$ cat src/rtl/ltpi_uart_sample_packer.sv
// UART RX oversampling front end for the LTPI tunnel: samples the pin at a divided rate,
// packs SAMPLES bits per word into a small FIFO. Optional macro: LTPI_UART_GLITCH_FILTER_EN.
module ltpi_uart_sample_packer #(
  parameter int unsigned SAMPLE_DIV = 16,
  parameter int unsigned SAMPLES    = 4,
  parameter int unsigned FIFO_DEPTH = 4
) (
  input  logic               clk,
  input  logic               reset_n,
  input  logic               uart_rxd,
  input  logic               frame_req,
  input  logic               clear_status,
  output logic [SAMPLES-1:0] uart_field,
  output logic               field_valid,
  output logic               underrun,
  output logic               overflow
);
  localparam int unsigned DIV_W  = $clog2(SAMPLE_DIV);
  localparam int unsigned PACK_W = (SAMPLES > 1) ? $clog2(SAMPLES) : 1;
  localparam int unsigned PTR_W  = $clog2(FIFO_DEPTH);
  localparam int unsigned CNT_W  = PTR_W + 1;
  localparam logic [DIV_W-1:0]  DIV_LAST  = DIV_W'(SAMPLE_DIV - 1);
  localparam logic [PACK_W-1:0] PACK_LAST = PACK_W'(SAMPLES - 1);
  localparam logic [CNT_W-1:0]  CNT_FULL  = CNT_W'(FIFO_DEPTH);

  logic                sync1_q, sync2_q, sample_bit_s;
  logic [DIV_W-1:0]    div_q, div_d;
  logic                strobe_s;
  logic [PACK_W-1:0]   pack_cnt_q, pack_cnt_d;
  logic [SAMPLES-1:0]  pack_q, pack_d;
  logic                push_s, pop_s, push_ok_s, drop_s, full_s, empty_s;
  logic [SAMPLES-1:0]  mem_q [FIFO_DEPTH];
  logic [PTR_W-1:0]    wr_ptr_q, rd_ptr_q;
  logic [CNT_W-1:0]    count_q, count_d;
  logic [SAMPLES-1:0]  field_q;
  logic                valid_q, underrun_q, overflow_q;

  always_ff @(posedge clk or negedge reset_n) begin
    if (!reset_n) begin
      sync1_q <= 1'b1;
      sync2_q <= 1'b1;
    end else begin
      sync1_q <= uart_rxd;
      sync2_q <= sync1_q;
    end
  end

`ifdef LTPI_UART_GLITCH_FILTER_EN
  function automatic logic maj3(input logic a, input logic b, input logic c);
    return (a & b) | (a & c) | (b & c);
  endfunction

  logic tap0_q, tap1_q, filt_q;

  // Majority of the last three synchronised values; a 1-cycle glitch never wins the vote.
  always_ff @(posedge clk or negedge reset_n) begin
    if (!reset_n) begin
      tap0_q <= 1'b1;
      tap1_q <= 1'b1;
      filt_q <= 1'b1;
    end else begin
      tap0_q <= sync2_q;
      tap1_q <= tap0_q;
      filt_q <= maj3(sync2_q, tap0_q, tap1_q);
    end
  end
  assign sample_bit_s = filt_q;
`else
  assign sample_bit_s = sync2_q;
`endif

  always_comb begin
    strobe_s   = (div_q == DIV_LAST);
    div_d      = strobe_s ? {DIV_W{1'b0}} : div_q + DIV_W'(1);
    pack_d     = pack_q;
    pack_cnt_d = pack_cnt_q;
    push_s     = 1'b0;
    if (strobe_s) begin
      pack_d[pack_cnt_q] = sample_bit_s;
      if (pack_cnt_q == PACK_LAST) begin
        push_s     = 1'b1;
        pack_cnt_d = {PACK_W{1'b0}};
      end else begin
        pack_cnt_d = pack_cnt_q + PACK_W'(1);
      end
    end else begin
      pack_d     = pack_q;
      pack_cnt_d = pack_cnt_q;
    end
  end

  // A pop frees the slot a simultaneous push needs, so full+pop+push never drops.
  always_comb begin
    full_s    = (count_q == CNT_FULL);
    empty_s   = (count_q == {CNT_W{1'b0}});
    pop_s     = frame_req && !empty_s;
    push_ok_s = push_s && (!full_s || pop_s);
    drop_s    = push_s && full_s && !pop_s;
    case ({push_ok_s, pop_s})
      2'b10:   count_d = count_q + CNT_W'(1);
      2'b01:   count_d = count_q - CNT_W'(1);
      default: count_d = count_q;
    endcase
  end

  always_ff @(posedge clk or negedge reset_n) begin
    if (!reset_n) begin
      div_q      <= {DIV_W{1'b0}};
      pack_cnt_q <= {PACK_W{1'b0}};
      pack_q     <= {SAMPLES{1'b1}};
    end else begin
      div_q      <= div_d;
      pack_cnt_q <= pack_cnt_d;
      pack_q     <= pack_d;
    end
  end

  always_ff @(posedge clk or negedge reset_n) begin
    if (!reset_n) begin
      wr_ptr_q <= {PTR_W{1'b0}};
      rd_ptr_q <= {PTR_W{1'b0}};
      count_q  <= {CNT_W{1'b0}};
      for (int i = 0; i < int'(FIFO_DEPTH); i++) begin
        mem_q[i] <= {SAMPLES{1'b1}};
      end
    end else begin
      if (push_ok_s) begin
        mem_q[wr_ptr_q] <= pack_d;
        wr_ptr_q        <= wr_ptr_q + PTR_W'(1);
      end
      if (pop_s) begin
        rd_ptr_q <= rd_ptr_q + PTR_W'(1);
      end
      count_q <= count_d;
    end
  end

  // Status flags: a set event in the same cycle as clear_status wins.
  always_ff @(posedge clk or negedge reset_n) begin
    if (!reset_n) begin
      field_q    <= {SAMPLES{1'b1}};
      valid_q    <= 1'b0;
      underrun_q <= 1'b0;
      overflow_q <= 1'b0;
    end else begin
      valid_q <= frame_req;
      if (frame_req) begin
        field_q <= pop_s ? mem_q[rd_ptr_q] : {SAMPLES{1'b1}};
      end
      if (frame_req && empty_s) begin
        underrun_q <= 1'b1;
      end else if (clear_status) begin
        underrun_q <= 1'b0;
      end
      if (drop_s) begin
        overflow_q <= 1'b1;
      end else if (clear_status) begin
        overflow_q <= 1'b0;
      end
    end
  end

  assign uart_field  = field_q;
  assign field_valid = valid_q;
  assign underrun    = underrun_q;
  assign overflow    = overflow_q;

endmodule

$ cat config.mk
export PLATFORM = sky130hd
export DESIGN_NAME = ltpi_uart_sample_packer
export DESIGN_NICKNAME = d
export VERILOG_FILES = /design/src/rtl/ltpi_uart_sample_packer.sv
export SDC_FILE = /design/constraint.sdc
export NUM_CORES = 1
export LEC_CHECK = 0
export CORE_MARGIN = 2
export CORE_UTILIZATION = 52
export CTS_CLUSTER_DIAMETER = 40
export DETAILED_ROUTE_END_ITERATION = 8
export HOLD_SLACK_MARGIN = 0.1
export PLACE_DENSITY = 0.71
export SYNTH_ARGS = -nofsm -noshare
export SYNTH_HDL_FRONTEND = slang
export SYNTH_SLANG_ARGS = --single-unit
$ cat constraint.sdc
create_clock -name clk -period 5.8 [get_ports clk]
set_clock_uncertainty 0.15 [all_clocks]
set_input_delay 1.45 -clock clk [delete_from_list [all_inputs] [get_ports clk]]
set_output_delay 1.45 -clock clk [all_outputs]
set_load 0.02 [all_outputs]
==> out/results.txt <==
Vias per cell - 5.39
H-tree Lvls - 2
Io pins - 12
Initial Utilization - 0.539
Netlist cell types - 32
Die area - 4310 µm²
Post-Syn Instances - 131
Fillers - 285
Pin count of the biggest net entering global routing - 42
Cell depth of the worst hold path - 0
First-pass GRT wire length - 5350 µm
Critical path endpoint - count_q[2]$_DFFE_PN0P_
Net count, final - 160
Critical Path AT - 3.76 ns
XOR/XNOR share of the synthesized area - 0.0311
Post-Syn Area - 1970 µm²
GRT Residual Overflow - 0
Number of global-route vias before repair - 1,128
CP Data Required Time - 5.87 ns
Routed Antenna Nets - 0
IO buf count - 11
Die width - 65.6 µm
Synth top cells by count - dfstp_2 (25), dfrtp_1 (16), mux2_4 (16)
Final critical-path share of the clock period - 0.636
Routability Congestion - 0.768
Detail Placement HPWL - 2120 µm
Final-report max-slew violation count - 0
Core Area - 3660 µm²
Power per cell area - 330 nW/µm²
Static leakage - 0.974 nW
Syn Nets - 147
Setup Crit Path Kind - input pin to flip-flop
Mux cell area share after synthesis - 0.201
Reg clk slew, reported paths - 0.08 ns
Die Ht - 65.6 µm
RSZ-0062 raised after global routing - false
Final Hold Vio Count - 0
Total number of vias - 1,040
Fraction of layout cells with a size suffix above 1 - 0.428
EDFF count, synth - 0
Total track usage - 0.168
Largest stage delay on the critical path - 0.64 ns
Fin util - 0.610
Crit path launch type - input pin
Max cap viols - 0
Synth Area in Adders - 0.0735
Complex-gate fraction of the synthesized area - 0.0380
Worst skew pair latency - 0.29 ns
DRT Wirelength - 2940 µm
Crit-path most repeated cell - xor2_1
Top achievable clock speed - 0.271 GHz
Slew margin rel. - 0.421
# diodes - 0
Placement row count - 22
CP Max Fanout - 8
Reg2Reg Setup Slack - 3.33 ns
Worst slew pin tran - 0.868 ns
Fin area - 2230 µm²
VDD IR-drop max - 0.148 mV
Post-CTS setup buffers - 0
Total clock buffers created by CTS - 5
Register area share after synthesis - 0.535
Pre-CTS WS - 1.78 ns
Synthesis Warnings - 0
Worst r2r src - div_q[0]$_DFF_PN0_
PnR worst setup slack - 2.11 ns
Largest family of logic cells by synthesized area - multiplexers
Asr flop ratio synth - 1.00
Synthesized flop and latch total - 41
Cells on worst reg2reg path - 9
Top FF cell, synth - dfstp_2
Most frequent cell after synthesis - dfstp_2
CTS resizes - 0
Class of the worst hold path - flip-flop to flip-flop
Setup TNS - 0 ns
Period minus WS final - 3.69 ns
CTS tree - built
Avg WL per Cell - 15.3 µm
Synth top area share - 0.333
Initial DRC count - 32
Avg Cell Area, Syn - 15.1 µm²
Initial antenna violation count - 0
Post-synth top area cell - dfstp_2
Post-synthesis simple-gate area fraction - 0.0811
Clk buf depth - 2
Status - completed
Drt pass-1 iters - 4
Root Driver - clkbuf_8
Clock Sinks - 41
Placed inst area - 2110 µm²
P&R area growth vs syn - 13.2%
DR DRC count - 0
Slowest-stage cell, CP - or4b_4
Count of hold buffers inserted by post-cts repair - 0
Crit path cell chain - clkdlybuf4s50_1, or4b_4, nand2_4, ha_1, inv_1, fa_1, xor2_1, nor2_1, xor2_1
Final setup vio count - 0
R2r endpoint - count_q[2]$_DFFE_PN0P_
Critical Path End Type - flip-flop
Worst setup path startpoint - frame_req
Synth top area cells - dfstp_2 (33%), dfrtp_1 (20%), mux2_4 (12%), ha_1 (6.3%), mux4_2 (4.6%)
==> critical path: cells and delay by family <==
family,cells,cell delay (ns)
simple gates,3,0.87
fa+ha+maj,2,0.55
xor+xnor,2,0.30
buf+inv,2,0.59
==> layer usage <==
metal | vias up | global-route usage | part of all wire
met3 | 7 | 0.0565 | 0.035
met2 | 16 | 0.277 | 0.50
met5 | - | 0 | 0
li1 | 484 | - | -
met1 | 533 | 0.203 | 0.45
met4 | 0 | 0.0625 | 0.020
==> cells in the final DEF, fill, tap and decap left out, types with 3 or more instances in the layout <==
cell type and n:
dfstp_2 25, mux2_4 16, dfrtp_1 16, inv_1 11, ha_1 10, clkdlybuf4s50_1 10
clkbuf_8 5, xor2_1 4, mux2_1 4, nand3_4 4, mux4_2 4, o22a_1 4
nand4_1 3, o21ai_0 3, xnor2_1 3
==> kinds of logic after synthesis <==
group / Yosys count
AOI/OAI and AO/OA: 11
xor gates and xnor gates: 7
adders and majority gates: 11
buffers and inverters: 17
DFF: 41
muxes: 26
and+or+nand+nor: 18
==> worst min path at each step <==
stage                      startpoint  slack, ns                endpoint
floorplan           sync1_q$_DFF_PN1_       0.20  sample_bit_s$_DFF_PN1_
global placement    sync1_q$_DFF_PN1_       0.20  sample_bit_s$_DFF_PN1_
detailed placement  sync1_q$_DFF_PN1_       0.20  sample_bit_s$_DFF_PN1_
CTS                 sync1_q$_DFF_PN1_       0.21  sample_bit_s$_DFF_PN1_
global route        sync1_q$_DFF_PN1_       0.22  sample_bit_s$_DFF_PN1_
finish              sync1_q$_DFF_PN1_       0.21  sample_bit_s$_DFF_PN1_
==> registers in the layout (all words and copies together) (netlist names) <==
register and cells:
count_q 3, div_q 4, field_valid 1, mem_q 16, overflow 1, pack_cnt_q 2
pack_q 3, rd_ptr_q 2, sample_bit_s 1, sync1_q 1, uart_field 4, underrun 1
wr_ptr_q 2
==> per-stage QoR <==
stage          hold slack, ns  cells  total power, mW
2_1_floorplan           0.195    131            0.452
3_3_place_gp            0.195    185            0.487
3_5_place_dp            0.200    185            0.494
4_1_cts                 0.211    193            0.750
5_1_grt                 0.220    193            0.781
6_report                0.209    193            0.737
==> area by class of cell <==
class	instances	area (µm²)	share of cell area
clock buffer	6	93.8	0.0420
clock inverter	2	35.0	0.0157
timing repair buffer	11	105	0.0470
sequential	41	1060	0.473
multi-input combinational	73	838	0.375
inverter	12	45.0	0.0202
tap	48	60.1	0.0269
==> power breakdown <==
part | leakage [nW] | internal, mW | total [mW] | switching [mW]
logic | 0.454 | 0.0663 | 0.127 | 0.0608
clock network | 0.0663 | 0.154 | 0.251 | 0.0976
registers | 0.454 | 0.323 | 0.358 | 0.0348
Note: power is estimated with default switching activity, not from simulation.
